**src/rtl/reg_file_2w2r_sb.sv**
```systemverilog
// Dual-write, dual-read integer register file with a per-register busy
// scoreboard. Port A is ALU writeback and port B is load writeback. When both
// ports write the same register in one cycle, B wins. Reads are combinational,
// with optional same-cycle forwarding of write data.

// One combinational read port. It resolves the zero register, write
// forwarding and the busy mask for a single address.
module reg_file_2w2r_sb_rdport #(
  parameter int XLEN     = 32,
  parameter int NREGS    = 32,
  parameter int AW       = 5,
  parameter int ZERO_REG = 1,
  parameter int BYPASS   = 1
) (
  input  logic                        rst_n_i,
  input  logic [AW-1:0]               addr_i,
  input  logic [NREGS-1:0][XLEN-1:0]  regs_i,
  input  logic [NREGS-1:0]            busy_i,
  input  logic                        wa_en_i,
  input  logic [AW-1:0]               wa_addr_i,
  input  logic [XLEN-1:0]             wa_data_i,
  input  logic                        wb_en_i,
  input  logic [AW-1:0]               wb_addr_i,
  input  logic [XLEN-1:0]             wb_data_i,
  output logic [XLEN-1:0]             data_o,
  output logic                        busy_o
);
  logic zero_hit, wa_fwd, wb_fwd;

  assign zero_hit = (ZERO_REG != 0) && (addr_i == '0);
  assign wa_fwd   = (BYPASS != 0) && wa_en_i && (wa_addr_i == addr_i);
  assign wb_fwd   = (BYPASS != 0) && wb_en_i && (wb_addr_i == addr_i);

  // Later overrides win: stored value, then A, then B, then zero/reset.
  // A forwarded write also resolves the pending producer, so busy is masked.
  always_comb begin
    data_o = regs_i[addr_i];
    busy_o = busy_i[addr_i];
    if (wa_fwd) begin
      data_o = wa_data_i;
      busy_o = 1'b0;
    end
    if (wb_fwd) begin
      data_o = wb_data_i;
      busy_o = 1'b0;
    end
    if (zero_hit || !rst_n_i) begin
      data_o = '0;
      busy_o = 1'b0;
    end
  end
endmodule

module reg_file_2w2r_sb #(
  parameter int XLEN     = 32,
  parameter int NREGS    = 32,
  parameter int AW       = 5,
  parameter int ZERO_REG = 1,
  parameter int BYPASS   = 1
) (
  input  logic            clk,
  input  logic            rst_n,
  input  logic [AW-1:0]   rs1_addr,
  output logic [XLEN-1:0] rs1_data,
  output logic            rs1_busy,
  input  logic [AW-1:0]   rs2_addr,
  output logic [XLEN-1:0] rs2_data,
  output logic            rs2_busy,
  input  logic            wa_en,
  input  logic [AW-1:0]   wa_addr,
  input  logic [XLEN-1:0] wa_data,
  input  logic            wb_en,
  input  logic [AW-1:0]   wb_addr,
  input  logic [XLEN-1:0] wb_data,
  input  logic            iss_en,
  input  logic [AW-1:0]   iss_rd,
  input  logic            flush
);
  localparam int NRD = 2;

  logic [NREGS-1:0][XLEN-1:0] regs_q, regs_d;
  logic [NREGS-1:0]           busy_q, busy_d;
  logic [NRD-1:0][AW-1:0]     rd_addr;
  logic [NRD-1:0][XLEN-1:0]   rd_data;
  logic [NRD-1:0]             rd_busy;

  // Per-entry next state. A write clears busy, but a same-cycle issue sets it
  // again because the newer producer is still outstanding. Flush clears every
  // busy bit and drops the issue, but it does not cancel writes.
  always_comb begin
    regs_d = regs_q;
    busy_d = busy_q;
    for (int i = 0; i < NREGS; i++) begin
      logic live, wa_hit, wb_hit, set;
      live   = !((ZERO_REG != 0) && (i == 0));
      wa_hit = live && wa_en && (wa_addr == AW'(i));
      wb_hit = live && wb_en && (wb_addr == AW'(i));
      set    = live && iss_en && (iss_rd == AW'(i)) && !flush;
      if (wb_hit)      regs_d[i] = wb_data;
      else if (wa_hit) regs_d[i] = wa_data;
      if (flush)                 busy_d[i] = 1'b0;
      else if (set)              busy_d[i] = 1'b1;
      else if (wa_hit || wb_hit) busy_d[i] = 1'b0;
    end
  end

  // Storage and scoreboard state, cleared asynchronously.
  always_ff @(posedge clk or negedge rst_n) begin
    if (!rst_n) begin
      regs_q <= '0;
      busy_q <= '0;
    end else begin
      regs_q <= regs_d;
      busy_q <= busy_d;
    end
  end

  assign rd_addr = {rs2_addr, rs1_addr};

  for (genvar p = 0; p < NRD; p++) begin : g_rd
    reg_file_2w2r_sb_rdport #(
      .XLEN(XLEN), .NREGS(NREGS), .AW(AW), .ZERO_REG(ZERO_REG), .BYPASS(BYPASS)
    ) u_rd (
      .rst_n_i  (rst_n),
      .addr_i   (rd_addr[p]),
      .regs_i   (regs_q),
      .busy_i   (busy_q),
      .wa_en_i  (wa_en),
      .wa_addr_i(wa_addr),
      .wa_data_i(wa_data),
      .wb_en_i  (wb_en),
      .wb_addr_i(wb_addr),
      .wb_data_i(wb_data),
      .data_o   (rd_data[p]),
      .busy_o   (rd_busy[p])
    );
  end

  assign rs1_data = rd_data[0];
  assign rs2_data = rd_data[1];
  assign rs1_busy = rd_busy[0];
  assign rs2_busy = rd_busy[1];

`ifndef SYNTHESIS
  // Addresses at or above NREGS can only occur when NREGS < 2^AW. They are illegal.
  a_aw_match: assert property (@(posedge clk) AW == $clog2(NREGS));
  a_rs1_rng:  assert property (@(posedge clk) disable iff (!rst_n) int'(rs1_addr) < NREGS);
  a_rs2_rng:  assert property (@(posedge clk) disable iff (!rst_n) int'(rs2_addr) < NREGS);
  a_wa_rng:   assert property (@(posedge clk) disable iff (!rst_n) wa_en  |-> int'(wa_addr) < NREGS);
  a_wb_rng:   assert property (@(posedge clk) disable iff (!rst_n) wb_en  |-> int'(wb_addr) < NREGS);
  a_iss_rng:  assert property (@(posedge clk) disable iff (!rst_n) iss_en |-> int'(iss_rd)  < NREGS);
`endif
endmodule

```
**config.mk**
```make
export PLATFORM = sky130hd
export DESIGN_NAME = reg_file_2w2r_sb
export DESIGN_NICKNAME = d
export VERILOG_FILES = /design/src/rtl/reg_file_2w2r_sb.sv
export SDC_FILE = /design/constraint.sdc
export NUM_CORES = 2
export LEC_CHECK = 0
export ABC_CLOCK_PERIOD_IN_PS = 4270
export BUFFER_PORTS_ARGS = -buffer_cell sky130_fd_sc_hd__buf_2
export CORE_AREA = 3 3 369 371
export CTS_BUF_LIST = sky130_fd_sc_hd__clkbuf_2
export DETAILED_ROUTE_END_ITERATION = 6
export DIE_AREA = 0 0 372 374
export GPL_TIMING_DRIVEN = 1
export PLACE_DENSITY = 0.66
export RECOVER_POWER = 100
export SLEW_MARGIN = 0
export SYNTH_ARGS = -nofsm -noshare
export SYNTH_HDL_FRONTEND = slang
export SYNTH_SLANG_ARGS = --single-unit
export TNS_END_PERCENT = 1
```
**constraint.sdc**
```tcl
create_clock -name clk -period 4.27 [get_ports clk]
set_input_delay 0.854 -clock clk [delete_from_list [all_inputs] [get_ports clk]]
set_output_delay 0.854 -clock clk [all_outputs]
set_load 0.01 [all_outputs]
```
==> qor.csv <==
stage,metric,value,unit
synth,async_reset_ff_share,100.0,%
cts,clock_sinks,1023,
power_and_ir_drop,power.total,30.26,mW
critical_path,cp.arrival,6.66,ns
synth,yosys_register_bits,1023,
detailed_routing,drt-wirelength-per-cell,31.24,microns
synth,synth_compound_area_share,14.26,%
timing,fin_crit,4.956,ns
global_route,first_global_vias,59230,
synth,synth-simple-area-share,10.69,%
final_layout,fillers,11770,
synth,yosys_warnings,0,
floorplan,ios,161,
final_layout,drive_above_1_share,19.89,%
synth,netlist_instances,6988,
placement,dp_hpwl,165300,microns
global_route,grt_util_all_layers,39.94,%
global_route,antenna_found_initial,22,
flow_run,drv_cap,44,
power_and_ir_drop,peakVddDrop,0.2648,mV
synth,yosysSeqAreaShare,38.52,%
timing,fin_setup_tns,-28.84,ns
global_route,grt_max_degree,169,
detailed_routing,dr.pass1.iters,7,
floorplan,die_x,372,microns
floorplan,rows,134,
cts,root_buffer,clkbuf_2,
timing,tightest_slew,3.513,ns
placement,place_congestion,0.9863,
detailed_routing,routed_via_density,6.796,
placement,place_ws,-0.3794,ns
power_and_ir_drop,leakage,33.10,nW
placement,port_buffers,160,
critical_path,critPathLaunchType,input pin,
final_layout,stdcell_count,9073,
final_layout,layout.nets,7196,
detailed_routing,drc_errors,52,
synth,synth.distinct_cells,59,
critical_path,worstSetupEndpointType,flop,
timing,skew,0,ns
outcome,status,"complete, but fails checks",
floorplan,fp.dieArea,139100,sq um
detailed_routing,drt_iter0_markers,9552,
timing,setup_ws,-0.6860,ns
critical_path,worstPathRequired,5.98,ns
cts,clock_latency,1.81,ns
timing,fmax,201.8,MHz
floorplan,start_util,49.87,%
worst_hold_path,min-delay-path-class,input pin to flop,
synth,ys.flop_type,dfrtp_1,
detailed_routing,antenna_left,0,
timing,slew_headroom,-134.8,%
timing,rsz0062_at_grt,true,
synth,synth_adder_area_share,0,%
placement,placed_area,69780,sq um
timing,setup_viol,106,
timing,slew_violations,2034,
cts,cts_max_path_buffers,4,
floorplan,fp.dieH,374,microns
cts,clk_pin_slew_worst_paths,0.10,ns
synth,synth_xor_area_share,0.2635,%
critical_path,cp_max_fo,26,
synth,post_synth_mux_area_share,30.64,%
detailed_routing,totalWireLength,283400,microns
synth,synth_area_per_cell,9.511,sq um
cts,htree_num_levels,5,
power_and_ir_drop,power_density,407.7,nW/um^2
floorplan,core,133300,sq um
synth,synth_nets,7083,
synth,synth_top_family_by_area,multiplexers,
outcome,violations,"design-rule violations, max-capacitance violations, max-slew violations, negative setup slack",
synth,synth_edf_count,0,
global_route,grt_pass1_wl,409200,microns
critical_path,crit_type,input pin to flop,
timing,hold_viol_final,0,
synth,synth_area,66470,sq um
timing,post-route-period-util,116.1,%
final_layout,final_util,55.67,%
cts,tritoncts,yes,
final_layout,area_growth,11.64,%
timing,holdWs,0.1103,ns
global_route,grt_overflow,0,
final_layout,fin_area,74200,sq um
placement,dpl.cell_count,8403,
detailed_routing,vias,61660,
cts,cts_inserted_buffers,304,
-- cell usage after synthesis, drive strengths merged, types with 2 or more instances --
| library cell | n | area, sq um |
|---|---|---|
| mux4 | 181 | 4076 |
| inv | 34 | 127.6 |
| a22o | 2 | 17.52 |
| xor2 | 10 | 87.58 |
| o21ai | 542 | 2713 |
| mux2 | 193 | 2173 |
| nand4 | 7 | 43.79 |
| o2111ai | 32 | 280.3 |
| a211o | 31 | 271.5 |
| nor3 | 77 | 415.4 |
| a211oi | 31 | 232.7 |
| nand4b | 5 | 43.79 |
| a221oi | 33 | 289.0 |
| o221ai | 32 | 280.3 |
| nand3 | 41 | 205.2 |
| nor2b | 82 | 513.0 |
| nor2 | 688 | 2603 |
| clkbuf | 553 | 2076 |
| or2 | 6 | 37.53 |
| a22oi | 98 | 735.7 |
| nor4bb | 2 | 20.02 |
| and2 | 4 | 25.02 |
| nand2b | 13 | 81.33 |
| dfrtp | 1023 | 25600 |
| mux2i | 1410 | 14110 |
| a2bb2oi | 3 | 26.28 |
| nand3b | 16 | 120.1 |
| or3 | 2 | 12.51 |
| o22ai | 157 | 982.2 |
| buf | 280 | 1540 |
| a21oi | 592 | 2963 |
| nand4bb | 3 | 33.78 |
| and3 | 33 | 206.5 |
| xnor2 | 10 | 87.58 |
| o311ai | 32 | 280.3 |
| or4 | 3 | 22.52 |
| nor4 | 41 | 296.5 |
| o32ai | 32 | 280.3 |
| nand2 | 632 | 2372 |
| nor3b | 4 | 30.03 |
| a32oi | 10 | 87.58 |
-- cell usage in the layout (no fill, tap or decap), types with 157 or more instances in the layout --
master            n
mux2_2          193
dlygate4sd3_1   159
o21ai_0         526
mux4_2          181
a21oi_1         592
buf_4           217
dfrtp_1        1023
nor2_1          673
mux2i_1        1397
clkbuf_2        458
o22ai_1         157
nand2_1         613
-- per-layer routing --
metal  GRT usage [%]  up-vias  routed length [microns]
met5               0        -                      128
li1                -    25610                        -
met2           54.38     5013                   113600
met4           23.41       20                    20710
met1           52.80    29680                   104000
met3           16.57     1337                    44970
-- report_power, final --
part	internal (mW)	total [mW]	switching, mW
Sequential	12.2	14.3	2.08
Combinational	4.28	8.69	4.41
Clock	2.72	7.29	4.57
-- cells by family (layout without fill, tap and decap cells) --
family,after synthesis,in the layout
multiplexers,1784,1784
AND/OR/NAND/NOR,1662,1662
AO/OA/AOI/OAI,1632,1632
flip-flops,1023,1023
buffers and inverters,867,1163
XOR/XNOR,20,20
other,0,21
-- worst max-delay path, cell delays in order --
cell           delay [ns]
clkbuf_1             0.25
dlygate4sd3_1        0.68
clkbuf_1             0.31
or3_1                0.52
nor2_1               1.73
clkbuf_1             1.32
o21ai_0              0.30
dlygate4sd3_1        0.66
-- worst paths after layout --
check	start	slack, ns	depth (start not counted)	end
setup / recovery	wb_addr[1]	-0.69	8	regs_q[665]$_DFFE_PN0P_
hold / removal	wa_data[15]	0.11	4	regs_q[335]$_DFFE_PN0P_
setup reg to reg	regs_q[182]$_DFFE_PN0P_	2.79	3	regs_q[182]$_DFFE_PN0P_
hold reg to reg	regs_q[348]$_DFFE_PN0P_	0.51	2	regs_q[348]$_DFFE_PN0P_
max in group asynchronous	rst_n	0.17	7	regs_q[476]$_DFFE_PN0P_
min in group asynchronous	rst_n	1.04	5	regs_q[711]$_DFFE_PN0P_
-- flip-flops by register name, summed over array words and instances (netlist names) --
register,count
busy_q,31
regs_q,992
-- what timing repair did --
item / CTS / global route
hold buffers: 160 / 0
resized for setup: 136 / 37
setup endpoints to repair: 66 / 66
pin swaps: 57 / 25
setup buffers: 1 / 1
endpoints found under the hold margin: 1088 / 0
-- final cells by class --
| type | instances | area [sq um] | share of cell area, % |
|---|---|---|---|
| clock inverter | 57 | 246.5 | 0.3322 |
| antenna | 21 | 52.55 | 0.07082 |
| inverter | 34 | 127.6 | 0.1720 |
| clock buffer | 432 | 2162 | 2.914 |
| multi-input combinational | 5098 | 38390 | 51.74 |
| timing repair buffer | 640 | 5413 | 7.294 |
| tap | 1768 | 2212 | 2.981 |
| sequential | 1023 | 25600 | 34.50 |
(Power assumes the default switching activity.)
